<file path="src/rtl/bike_poly_rot_reader.sv">
// Streams one polynomial out of a 1-cycle-latency BRAM in descending address
// order starting at start_addr and wrapping 0 -> MAX_ADDR, through a 2-entry FIFO.
module bike_poly_rot_reader #(
   parameter int ADDR_W   = 5,
   parameter int DATA_W   = 32,
   parameter int MAX_ADDR = 16
) (
   input  logic              clk,
   input  logic              resetn,
   input  logic              start,
   input  logic [ADDR_W-1:0] start_addr,
   output logic              busy,
   output logic              done,
   output logic              ram_re,
   output logic [ADDR_W-1:0] ram_addr,
   input  logic [DATA_W-1:0] ram_dout,
   output logic              out_valid,
   input  logic              out_ready,
   output logic [DATA_W-1:0] out_data,
   output logic              out_last,
   output logic              dbg_state_o
);

   localparam int                CNT_W    = $clog2(MAX_ADDR + 2);
   localparam logic [CNT_W-1:0]  WORDS    = CNT_W'(MAX_ADDR + 1);
   localparam logic [ADDR_W-1:0] ADDR_TOP = ADDR_W'(MAX_ADDR);

   localparam logic [0:0] IDLE = 1'b0;
   localparam logic [0:0] RUN  = 1'b1;

   logic [0:0]        state_q, state_d;
   logic [ADDR_W-1:0] addr_q, addr_d;
   logic [ADDR_W-1:0] last_addr_q, last_addr_d;
   logic [CNT_W-1:0]  issue_cnt_q, issue_cnt_d;
   logic [CNT_W-1:0]  accept_cnt_q, accept_cnt_d;
   logic              inflight_q;
   logic [DATA_W-1:0] fifo_mem_q [2];
   logic              rd_ptr_q, rd_ptr_d;
   logic              wr_ptr_q, wr_ptr_d;
   logic [1:0]        fifo_cnt_q, fifo_cnt_d;

   logic       pop;
   logic       push;
   logic       issue;
   logic [2:0] occ_after_pop;

   // Output handshake: a word transfers in any cycle where out_valid & out_ready;
   // out_valid never drops and out_data never changes until that transfer happens.
   assign pop           = out_valid & out_ready;
   assign push          = inflight_q;
   assign occ_after_pop = {1'b0, fifo_cnt_q} + {2'b00, inflight_q} - {2'b00, pop};
   assign issue         = (state_q == RUN) & (issue_cnt_q != '0) & (occ_after_pop < 3'd2);

   assign busy        = (state_q == RUN);
   assign ram_re      = issue;
   assign ram_addr    = issue ? addr_q : last_addr_q;
   assign out_valid   = (fifo_cnt_q != 2'd0);
   assign out_data    = out_valid ? fifo_mem_q[rd_ptr_q] : '0;
   assign out_last    = out_valid & (accept_cnt_q == CNT_W'(1));
   assign done        = pop & out_last;
   assign dbg_state_o = state_q;

   always_comb begin
      state_d      = state_q;
      addr_d       = addr_q;
      last_addr_d  = last_addr_q;
      issue_cnt_d  = issue_cnt_q;
      accept_cnt_d = accept_cnt_q;
      if (state_q == IDLE) begin
         if (start) begin
            state_d      = RUN;
            addr_d       = (start_addr > ADDR_TOP) ? ADDR_TOP : start_addr;
            issue_cnt_d  = WORDS;
            accept_cnt_d = WORDS;
         end
      end else begin
         if (issue) begin
            last_addr_d = addr_q;
            addr_d      = (addr_q == '0) ? ADDR_TOP : addr_q - ADDR_W'(1);
            issue_cnt_d = issue_cnt_q - CNT_W'(1);
         end
         if (pop) begin
            accept_cnt_d = accept_cnt_q - CNT_W'(1);
         end
         if (done) begin
            state_d = IDLE;
         end
      end
   end

   always_comb begin
      rd_ptr_d   = pop ? ~rd_ptr_q : rd_ptr_q;
      wr_ptr_d   = push ? ~wr_ptr_q : wr_ptr_q;
      fifo_cnt_d = fifo_cnt_q;
      if (push && !pop) begin
         fifo_cnt_d = fifo_cnt_q + 2'd1;
      end else if (pop && !push) begin
         fifo_cnt_d = fifo_cnt_q - 2'd1;
      end
   end

   // Clearing inflight on reset drops any BRAM word still on its way in.
   always_ff @(posedge clk) begin
      if (!resetn) begin
         state_q       <= IDLE;
         addr_q        <= '0;
         last_addr_q   <= '0;
         issue_cnt_q   <= '0;
         accept_cnt_q  <= '0;
         inflight_q    <= 1'b0;
         rd_ptr_q      <= 1'b0;
         wr_ptr_q      <= 1'b0;
         fifo_cnt_q    <= 2'd0;
         fifo_mem_q[0] <= '0;
         fifo_mem_q[1] <= '0;
      end else begin
         state_q      <= state_d;
         addr_q       <= addr_d;
         last_addr_q  <= last_addr_d;
         issue_cnt_q  <= issue_cnt_d;
         accept_cnt_q <= accept_cnt_d;
         inflight_q   <= issue;
         rd_ptr_q     <= rd_ptr_d;
         wr_ptr_q     <= wr_ptr_d;
         fifo_cnt_q   <= fifo_cnt_d;
         if (push) begin
            fifo_mem_q[wr_ptr_q] <= ram_dout;
         end
      end
   end

endmodule

</file>
<file path="config.mk">
export PLATFORM = sky130hd
export DESIGN_NAME = bike_poly_rot_reader
export DESIGN_NICKNAME = d
export VERILOG_FILES = /design/src/rtl/bike_poly_rot_reader.sv
export SDC_FILE = /design/constraint.sdc
export NUM_CORES = 1
export LEC_CHECK = 0
export CAP_MARGIN = 20
export CORE_MARGIN = 3
export CORE_UTILIZATION = 33
export CTS_BUF_LIST = sky130_fd_sc_hd__clkbuf_16
export CTS_CLUSTER_DIAMETER = 200
export DETAILED_ROUTE_END_ITERATION = 8
export HOLD_SLACK_MARGIN = 0.12
export PLACE_DENSITY = 0.61
export SLEW_MARGIN = 20
export SYNTH_ARGS = -nofsm -noshare
export SYNTH_HDL_FRONTEND = slang
export SYNTH_SLANG_ARGS = --single-unit
</file>
<file path="constraint.sdc">
create_clock -name clk -period 7.2 [get_ports clk]
set_clock_uncertainty 0.15 [all_clocks]
set_input_delay 1.08 -clock clk [delete_from_list [all_inputs] [get_ports clk]]
set_output_delay 1.08 -clock clk [all_outputs]
set_load 0.02 [all_outputs]
</file>
== Word level (Yosys, flattened, before mapping) ==
Memories as Yosys holds them, arrays and structs flattened. A register that Yosys moved wholly into a read port is not among the register bits.
Index checks and enable logic that the tools add are counted.
Storage, ports and cells
  input port bits: 41
  bits in writable memories: 64
  memories: 1
  word-level logic and storage cells: 67
  flip-flop bits (word level): 26
  output and inout bits: 43
Memories
  fifo_mem_q: depth 2, width 32, read ports 1, clocked after Yosys merged registers in 1, write ports 2, line 37  | logic [DATA_W-1:0] fifo_mem_q [2];
Cells by class
  eq/ne operators: 3
  reductions and logical operators: 12
  bitwise gates (word level): 7
  muxes and demuxes: 26
  $lt $le $gt $ge: 2
  $add $sub $neg: 7
Operators by type and width (number)
  $mux W32: 2
  $mux W5: 11
  $reduce_or A32 Y1: 1
  $sub A5 B1 Y5 const B: 3
  $mux W1: 11
  $reduce_bool A2 Y1: 3
  $and A1 B1 Y1: 5
  $eq A5 B1 Y1 const B: 1
  $gt A5 B5 Y1 const B: 1
  $logic_not A5 Y1: 1
  $reduce_bool A5 Y1: 1
  $mux W2: 2
  $reduce_and A2 Y1: 2
  $add A2 B1 Y3: 1
  $lt A3 B2 Y1 const B: 1
  $sub A3 B1 Y3: 1
  $add A2 B1 Y2 const B: 1
  $logic_and A1 B1 Y1: 2
  $logic_not A1 Y1: 2
  $ne A2 B1 Y1 const B: 1
  $ne A2 B2 Y1 const B: 1
  $not A1 Y1: 2
  $sub A2 B1 Y2 const B: 1

== Depth between registers and ports, before layout ==
Gate-level depths: netlist of run 1.
  word-level depth: 7
  gate-level depth with buffers: 12
  gate-level depth less buffers: 10

== Worst setup path after synthesis of run 1 ==
Ideal clock, no wire load.
  path kind: in2out
  start point: input port out_ready
  end point: output port ram_addr[0]
  required time: 5970 ps
  path buffers: 1
  cell stages on the path: 10
  setup slack: 2572 ps
  arrival time: 3398 ps
  cells stage by stage: o21ai_2 clkinv_1 ha_1 nand2b_1 fa_1 nand2_1 or3_4 inv_2 buf_6 mux2_4
On the way
  longest elaborated chain between the ends: 5
RTL lines
  from (decl): line 18  | input logic out_ready,
  $and A1 B1 Y1: line 49  | assign pop = out_valid & out_ready;
  named net pop: line 42  | logic pop;
  $sub A3 B1 Y3: line 51  | assign occ_after_pop = {1'b0, fifo_cnt_q} + {2'b00, inflight_q} - {2'b00, pop};
  $lt A3 B2 Y1: line 52  | assign issue = (state_q == RUN) & (issue_cnt_q != '0) & (occ_after_pop < 3'd2);
  $and A1 B1 Y1: line 52
  named net ram_re: line 14  | output logic ram_re,
  $mux W5
  to (decl): line 15  | output logic [ADDR_W-1:0] ram_addr,
The timed path passes the listed nets, and every way through them passes these cells.

== Worst setup path after layout of run 1 ==
  start point: input port out_ready
  end point: output port ram_addr[3]
On the way
  longest elaborated chain between the ends: 5
RTL lines (line)
  $and A1 B1 Y1: 49
  named net pop: 42
  $sub A3 B1 Y3: 51
  $lt A3 B2 Y1: 52
  $and A1 B1 Y1: 52
  $mux W5
The timed path passes the listed nets, and every way through them passes these cells.

==> flow_metrics.tcl, run 1 <==
set metrics [dict create \
    dp.cells 604 \
    cts_buffer_depth 2 \
    syn-num-nets 417 \
    cts.sinks 91 \
    synthAdderAreaFrac_pct 2.53 \
    first_pass_iters 4 \
    setup_viol 0 \
    synthFlopType "edfxtp_1" \
    numCtsBuffers 9 \
    die_area_mm2 0.0143 \
    fmax_mhz 172 \
    clock_latency_ns 0.34 \
    synth_top_family_by_area "simple AND/OR/NAND/NOR gates" \
    worstSetupEndpointType "primary output" \
    path_clk_slew_ns 0.07 \
    slowest_stage "clkdlybuf4s50_1" \
    yosys_warnings 0 \
    synth_xor_area_share_pct 1.82 \
    ctsRootBufferMaster "clkbuf_16" \
    grt_pass1_vias 2828 \
    vias 2922 \
    area_growth_pct 30.8 \
    cp.required_ns 5.97 \
    multi_input_area_mm2 0.00168 \
    drtIter0Drc 138 \
    p_per_area_mw_per_mm2 284 \
    fillers 1179 \
    worstSetupPathType "input port to primary output" \
    cts_max_level 3 \
    grt_pass1_wl_um 14500 \
    syn-cell-area_mm2 0.00426 \
    p_leak_nw 2.00 \
    slew_violations 0 \
    die_x_um 120 \
    io_pins 84 \
    post-cts-setup-buffers 0 \
    synth_compound_area_share_pct 5.20 \
    setup_tns_ns 0 \
    drv_cap 0 \
    io_buffers 83 \
    via_per_inst 4.71 \
    synth_edf_count 64 \
    startpoint_type "input port" \
    ant_nets 0 \
    cts_tree "yes" \
    antenna_found_initial 0 \
    hold_class "flop to flop" \
    cts_hold_buf 0 \
    period_needed_ns 5.81 \
    worst_path_most_repeated_cell "clkdlybuf4s50_1" \
    cts_resized 0 \
    synthSimpleGateAreaFrac_pct 19.6 \
    initial_core_util_pct 34.6 \
    diodes 0 \
    synth.area.mux_share_pct 9.69 \
    die_height_um 120 \
    syn_area_per_cell_um2 11.6 \
    finalHoldViolations 0 \
    slew_headroom_pct 28.1 \
    ys_seq_area_share_pct 57.8 \
    fin_nets 496 \
    cp_max_fo 11 \
    cp_slowest_stage_delay_ns 0.54 \
    worst_pin_slew_ns 1.08 \
    status "finished clean" \
    synthArstFlopShare_pct 0 \
    wire_per_inst_um 14.5 \
    synth_cell_types 47 \
    critical_path.cell_chain "clkdlybuf4s50_1 > o21ai_2 > clkinv_1 > ha_1 > nand2b_1 > fa_1 > nand2_1 > or3_4 > inv_2 > mux2_2 > clkdlybuf4s50_1" \
    seq_area_mm2 0.00246 \
    drive_above_1_share_pct 7.96 \
    cp.arrival_ns 4.58 \
    gp_congestion 0.768 \
    ys_ff_latch 91 \
    rows 40 \
    drc 0 \
    final_util_pct 45.2 \
    wl_um 8990 \
    power.ir.vdd_worst_mv 0.193 \
    grt_start_max_net_pins 35 \
    core_mm2 0.0123 \
    groute.usage.overall_pct 12.8 \
    rsz0062_at_grt "no" \
    fin_cells 620 \
    post-dp-hpwl_um 5890 \
    timing.final.crit_share_pct 80.6 \
    syn_inst 368 \
    grt.overflow.total 0 \
]
==> kinds of logic after synthesis <==
group | after synthesis
AOI/OAI and AO/OA | 32
xor gates and xnor gates | 8
adders and majority gates | 8
buffers and inverters | 34
DFF | 91
muxes | 39
and+or+nand+nor | 156
==> power breakdown <==
| part | leakage [nW] | total, W | switching, W | internal (W) |
|---|---|---|---|---|
| Sequential | 0.884 | 0.000669 | 0.0000596 | 0.000609 |
| Clock | 0.137 | 0.000447 | 0.000206 | 0.000240 |
| Combinational | 0.980 | 0.000465 | 0.000244 | 0.000221 |
==> worst max-delay path, delay by kind of cell <==
kind,cells,cell delay [ns]
buf+inv,4,1.46
fa+ha+maj,2,0.82
mux,1,0.38
simple gates,3,0.72
compound gates,1,0.13
==> area by class of cell <==
type,instances,share of cell area [%]
sequential,91,44.2
multi-input combinational,243,30.1
timing repair buffer,87,15.8
clock buffer,9,4.04
tap,168,3.77
clock inverter,7,1.03
inverter,15,1.01
==> Yosys cell counts (2+ instances only) <==
cell       n  area share, %
mux2_2     2           0.53
mux2_4     4            1.4
a211oi_1   3           0.53
nor2_1    51            4.5
ha_1       7            2.1
nor3_1     6           0.71
or3_1      2           0.29
nand3b_1   2           0.35
and2_1    71             10
nand2_1    9           0.79
o211ai_1   2           0.35
o31ai_1    3           0.53
xor2_1     4           0.82
xnor2_1    3           0.62
dfxtp_1   27             13
inv_1     12            1.1
nand2b_1   5           0.73
a32o_1     2           0.47
clkbuf_1  14            1.2
nand3_1    3           0.35
edfxtp_1  64             45
buf_2      2           0.24
o21ai_0    7           0.82
clkinv_1   2           0.18
a21oi_1    7           0.82
mux2i_1   33            7.8
==> layout by cell type, fill, tap and decap left out, types with 2 or more instances in the layout <==
| cell type | synthesis | layout |
|---|---|---|
| nor3_1 | 6 | 5 |
| o21ai_0 | 7 | 6 |
| mux2_4 | 4 | 4 |
| nand2_1 | 9 | 9 |
| a32o_1 | 2 | 2 |
| inv_1 | 12 | 12 |
| clkdlybuf4s50_1 | 0 | 83 |
| and2_1 | 71 | 71 |
| nand3b_1 | 2 | 2 |
| o211ai_1 | 2 | 2 |
| a21oi_1 | 7 | 7 |
| xor2_1 | 4 | 4 |
| clkbuf_16 | 0 | 9 |
| a211oi_1 | 3 | 3 |
| inv_6 | 0 | 4 |
| xnor2_1 | 3 | 3 |
| or3_1 | 2 | 2 |
| mux2i_1 | 33 | 33 |
| ha_1 | 7 | 7 |
| o31ai_1 | 3 | 3 |
| dfxtp_1 | 27 | 26 |
| edfxtp_1 | 64 | 64 |
| nand2b_1 | 5 | 4 |
| clkinv_1 | 2 | 3 |
| nor2_1 | 51 | 50 |
| buf_4 | 1 | 3 |
| mux2_2 | 2 | 2 |
| nand3_1 | 3 | 3 |
==> final timing paths <==
kind / start / endpoint / slack (ns) / cells past startpoint
hold reg to reg: issue_cnt_q[3] / issue_cnt_q[3] / 0.36 / 2
hold / removal: issue_cnt_q[3] / issue_cnt_q[3] / 0.36 / 2
setup / recovery: out_ready / ram_addr[3] / 1.39 / 11
setup reg to reg: fifo_cnt_q[1] / last_addr_q[3] / 3.67 / 10
==> registers in the layout, summed over array words and instances (netlist names), named ones only <==
| signal | count |
|---|---|
| fifo_mem_q | 64 |
| wr_ptr_q | 1 |
| fifo_cnt_q | 2 |
| addr_q | 5 |
| busy | 1 |
| inflight_q | 1 |
| accept_cnt_q | 5 |
| issue_cnt_q | 5 |
| last_addr_q | 5 |
| rd_ptr_q | 1 |
==> stage by stage <==
step / instance area [um2] / worst slack (ns) / hold WS (ns) / power (W)
after floorplan: 4260 / 2.57 / 0.318 / 0.000960
after global placement: 5260 / 1.47 / 0.357 / 0.00114
after detailed placement: 5290 / 1.41 / 0.351 / 0.00115
after CTS: 5570 / 1.40 / 0.363 / 0.00160
after global routing: 5570 / 1.22 / 0.393 / 0.00167
final: 5570 / 1.39 / 0.364 / 0.00158
==> metal layers <==
| metal | global-route usage (%) | share of wire [%] |
|---|---|---|
| met1 | 16.3 | 45 |
| met2 | 21.3 | 48 |
| met3 | 3.44 | 5.2 |
| met5 | 0 | 0 |
| met4 | 4.29 | 1.3 |
(Power assumes the default switching activity.)
==> run 2: changes to the inputs <==
==> constraint.sdc (replaced) <==
create_clock -name clk -period 6.05 [get_ports clk]
set_clock_uncertainty 0.15 [all_clocks]
set_input_delay 0.9075 -clock clk [delete_from_list [all_inputs] [get_ports clk]]
set_output_delay 0.9075 -clock clk [all_outputs]
set_load 0.02 [all_outputs]
==> flow_metrics.tcl, run 2 (synthesized netlist as in run 1, its figures left out) <==
set metrics [dict create \
    setup_tns_ns 0 \
    final_cell_mix "clkdlybuf4s50_1, and2_1, edfxtp_1" \
    cts_tree "yes" \
    cp.arrival_ns 4.40 \
    cp_num_buf_inv 4 \
    cts.sinks 91 \
    slowest_stage "clkdlybuf4s50_1" \
    fillers 1147 \
    wire_per_inst_um 14.8 \
    reg2reg_from "fifo_cnt_q[1]" \
    path_clk_slew_ns 0.06 \
    fmax_mhz 183 \
    startpoint_type "input port" \
    antenna_found_initial 0 \
    multi_input_area_mm2 0.00168 \
    grt_start_max_net_pins 33 \
    cp_slowest_stage_delay_ns 0.54 \
    cp_max_fo 11 \
    min_path_cells 2 \
    cts_max_level 3 \
    crit_family "buffers and inverters" \
    seq_area_mm2 0.00246 \
    r2r_cells 10 \
    numCtsBuffers 9 \
    finalHoldViolations 0 \
    worstSetupEndpointType "primary output" \
    final_common_cell "clkdlybuf4s50_1" \
    vias 2892 \
    die_x_um 120 \
    wl_um 9150 \
    drv_cap 0 \
    r2r-end "last_addr_q[3]" \
    cts_hold_buf 0 \
    ant_nets 0 \
    drc 0 \
    hold_class "flop to flop" \
    die_area_mm2 0.0143 \
    wl_met1_um 3930 \
    io_buffers 83 \
    dr_wl_met3_um 538 \
    largest_reg_flops 64 \
    regMostFlops "fifo_mem_q" \
    top_signal_layer_used "met4" \
    timing.final.crit_share_pct 90.1 \
    holdPathEnd "accept_cnt_q[1]" \
    ctsRootBufferMaster "clkbuf_16" \
    r2r_setup_slack_ns 2.54 \
    initial_core_util_pct 34.6 \
    rows 40 \
    worst_path_most_repeated_cell "clkdlybuf4s50_1" \
    fin_nets 496 \
    cts_buffer_depth 2 \
    p_per_area_mw_per_mm2 336 \
    grt_pass1_vias 2890 \
    core_mm2 0.0123 \
    io_pins 84 \
    status "finished clean" \
    drtIter0Drc 170 \
    cp.required_ns 4.99 \
    diodes 0 \
    power.ir.vdd_worst_mv 0.153 \
    slew_violations 0 \
    grt_pass1_wl_um 14700 \
    p_leak_nw 2.00 \
    die_height_um 120 \
    drive_above_1_share_pct 7.96 \
    hp-start "accept_cnt_q[1]" \
    area_growth_pct 30.6 \
    slew_headroom_pct 29.1 \
    cts_resized 0 \
    rsz0062_at_grt "no" \
    worstSetupPathType "input port to primary output" \
    period_needed_ns 5.45 \
    critical_path.cell_chain "clkdlybuf4s50_1 > o21ai_2 > clkinv_1 > ha_1 > nand2b_1 > fa_1 > nand2_1 > or3_4 > inv_2 > mux2_2 > clkdlybuf4s50_1" \
    setup_viol 0 \
    via_per_inst 4.66 \
    groute.usage.overall_pct 13.2 \
    first_pass_iters 5 \
    clock_latency_ns 0.33 \
    wl_met2_um 4550 \
    gp_congestion 0.784 \
    grt.overflow.total 0 \
    worst_pin_slew_ns 1.06 \
    final_util_pct 45.2 \
    post-dp-hpwl_um 6030 \
    post-cts-setup-buffers 0 \
]
-- run 2: cell count changes in the layout (fill, tap and decap cells not counted), sizes merged --
| cell | delta |
|---|---|
| inv | -2 |
| clkinv | +2 |
-- run 2: report_power, final --
group | leakage [nW] | switching [W] | internal (W)
clock network | 0.134 | 0.000232 | 0.000281
logic | 0.980 | 0.000297 | 0.000263
registers | 0.884 | 0.0000709 | 0.000725
total | 2.00 | 0.000601 | 0.00127
-- run 2: final cells by class --
cell class | instances | share of cell area (%)
Sequential cell | 91 | 44.3
Multi-Input combinational cell | 243 | 30.1
Timing Repair Buffer | 87 | 15.8
Clock buffer | 9 | 4.05
Tap cell | 168 | 3.78
Inverter | 15 | 1.01
Clock inverter | 7 | 0.922
-- run 2: worst register-to-register path, delay by kind of cell, from the launching register on --
kind                       cells  cell delay [ns]
adders and majority gates      2             0.81
AOI/OAI and AO/OA              1             0.31
muxes                          1             0.38
DFF                            1             0.40
buffers and inverters          2             0.49
and+or+nand+nor                4             0.87
-- run 2: metrics by stage --
step	cells	hold slack, ns	setup slack (ns)	total power (W)	instance area (um2)
global route	620	0.408	0.433	0.00198	5560
floorplan	368	0.318	1.77	0.00114	4260
detailed placement	604	0.359	0.600	0.00138	5290
global placement	603	0.351	0.659	0.00137	5260
finish	620	0.374	0.597	0.00187	5560
CTS	620	0.371	0.583	0.00190	5560
-- run 2: per-layer routing --
layer | track usage [%] | up-vias
li1 | - | 1426
met5 | 0 | -
met1 | 15.6 | 1377
met2 | 22.5 | 80
met4 | 4.22 | 0
met3 | 4.67 | 9
-- run 2: worst max-delay path by stage --
stage                    from     endpoint  slack, ns  depth (start not counted)
detailed placement  out_ready  ram_addr[3]       0.60                         11
global placement    out_ready  ram_addr[3]       0.66                         11
finish              out_ready  ram_addr[3]       0.60                         11
CTS                 out_ready  ram_addr[3]       0.58                         11
floorplan           out_ready  ram_addr[0]       1.77                         10
global route        out_ready  ram_addr[3]       0.43                         11
==> run 3: changes to the inputs <==
--- a/config.mk
+++ b/config.mk
@@ -13,7 +13,6 @@
 export DETAILED_ROUTE_END_ITERATION = 8
 export HOLD_SLACK_MARGIN = 0.12
 export PLACE_DENSITY = 0.61
-export SLEW_MARGIN = 20
 export SYNTH_ARGS = -nofsm -noshare
 export SYNTH_HDL_FRONTEND = slang
 export SYNTH_SLANG_ARGS = --single-unit
==> constraint.sdc (replaced) <==
create_clock -name clk -period 6.2 [get_ports clk]
set_clock_uncertainty 0.15 [all_clocks]
set_input_delay 0.93 -clock clk [delete_from_list [all_inputs] [get_ports clk]]
set_output_delay 0.93 -clock clk [all_outputs]
set_load 0.02 [all_outputs]
==> flow_metrics.tcl, run 3 (synthesized netlist as in run 1, its figures left out) <==
set metrics [dict create \
    status "finished clean" \
    p_comb_share_pct 31.8 \
    seq_area_mm2 0.00246 \
    post-cts-setup-buffers 0 \
    cts_buffer_depth 2 \
    die_x_um 120 \
    slew_violations 0 \
    cp.arrival_ns 4.42 \
    wl_um 9300 \
    fin_area_mm2 0.00554 \
    final_common_cell "clkdlybuf4s50_1" \
    r2r_setup_slack_ns 2.67 \
    p_per_area_mw_per_mm2 326 \
    startpoint_type "input port" \
    die_area_mm2 0.0143 \
    cp.required_ns 5.12 \
    die_height_um 120 \
    regMostFlops "fifo_mem_q" \
    finalHoldViolations 0 \
    grt_start_max_net_pins 35 \
    path_clk_slew_ns 0.06 \
    io_pins 84 \
    swShare_pct 32.0 \
    first_pass_iters 4 \
    cts_hold_buf 0 \
    via_per_inst 4.73 \
    fillers 1172 \
    rows 40 \
    drc 0 \
    worst_pin_slew_ns 0.890 \
    grt_pass1_wl_um 15100 \
    area_growth_pct 30.0 \
    seqPwrFrac_pct 41.6 \
    hold_class "flop to flop" \
    cts_max_level 3 \
    worstSetupEndpointType "primary output" \
    pre_cts_slack_ns 0.722 \
    diodes 0 \
    initial_core_util_pct 34.6 \
    cts.sinks 91 \
    gp_congestion 0.779 \
    worstSetupPathType "input port to primary output" \
    largest_reg_flops 64 \
    period_needed_ns 5.50 \
    numCtsBuffers 9 \
    io_buffers 83 \
    timing.final.crit_share_pct 88.7 \
    ant_nets 0 \
    post-dp-hpwl_um 5830 \
    grt_pass1_vias 2912 \
    fin_nets 497 \
    vias 2929 \
    p_leak_nw 1.98 \
    fmax_mhz 182 \
    grt.overflow.total 0 \
    internal-power_w 0.00123 \
    drive_above_1_share_pct 7.32 \
    clock_latency_ns 0.34 \
    setup_viol 0 \
    rsz0062_at_grt "no" \
    final_util_pct 45.0 \
    setup_tns_ns 0 \
    post_dp_cell_area_mm2 0.00527 \
    cts_resized 0 \
    multi_input_area_mm2 0.00168 \
    cp_max_fo 11 \
    slew_headroom_pct 40.6 \
    antenna_found_initial 0 \
    cts_tree "yes" \
    ctsRootBufferMaster "clkbuf_16" \
    core_mm2 0.0123 \
    switching_power_w 0.000579 \
    drtIter0Drc 196 \
    p_clk_share_pct 26.6 \
    drv_cap 0 \
    wire_per_inst_um 15.0 \
    power.ir.vdd_worst_mv 0.293 \
    layout_setup_ws_ns 0.699 \
    final_cell_mix "clkdlybuf4s50_1, and2_1, edfxtp_1" \
    groute.usage.overall_pct 13.5 \
]
run 3: changes by cell type in the layout (fill, tap and decap cells not counted):
cell        before  now
inv_6            3    0
buf_12           0    1
buf_16           1    0
buf_4            3    4
clkinv_1         3    4
clkinv_2         1    0
clkinv_4         1    0
clkinvlp_2       0    1
inv_1           12   13
run 3: layout make-up:
type,count,share of cell area (%)
clock buffers,9,4.07
flip-flops and latches,91,44.5
repair buffers,88,15.9
multi-input cells,243,30.3
well taps,168,3.80
clock inverters,5,0.429
inverters,15,1.02
run 3: through the flow:
step           instances  hold slack, ns  power [W]
2_1_floorplan        368           0.318    0.00112
3_3_place_gp         604           0.363    0.00133
3_5_place_dp         604           0.361    0.00134
4_1_cts              618           0.369    0.00183
5_1_grt              619           0.411    0.00190
6_report             619           0.367    0.00181
run 3: power groups by stage:
stage / Combinational (W) / Clock [W] / Sequential, W
3_5_place_dp: 0.000548 / 0 / 0.000792
3_3_place_gp: 0.000542 / 0 / 0.000790
4_1_cts: 0.000554 / 0.000492 / 0.000779
2_1_floorplan: 0.000369 / 0 / 0.000746
6_report: 0.000575 / 0.000481 / 0.000751
5_1_grt: 0.000627 / 0.000514 / 0.000759
run 3: routing by layer:
metal	part of all wire (%)	wire, um	GRT usage, %	vias to the layer above
met4	1.3	120	6.01	0
met5	0	0	0	-
met1	46	4320	17.1	1408
li1	-	-	-	1423
met2	47	4370	22.0	90
met3	5.4	502	3.16	8
run 3: worst paths after layout:
path         depth (start not counted)         endpoint       startpoint
max                                 11      ram_addr[3]        out_ready
min reg2reg                          2  accept_cnt_q[1]  accept_cnt_q[1]
max reg2reg                         10   last_addr_q[3]    fifo_cnt_q[1]
min                                  2  accept_cnt_q[1]  accept_cnt_q[1]
run 3: worst max-delay path, stage by stage:
cell and delay (ns):
clkdlybuf4s50_1 0.41, o21ai_2 0.13, clkinv_1 0.26, ha_1 0.33, nand2b_1 0.15, fa_1 0.48, nand2_1 0.12, or3_4 0.46
inv_2 0.22, mux2_2 0.37, clkdlybuf4s50_1 0.54
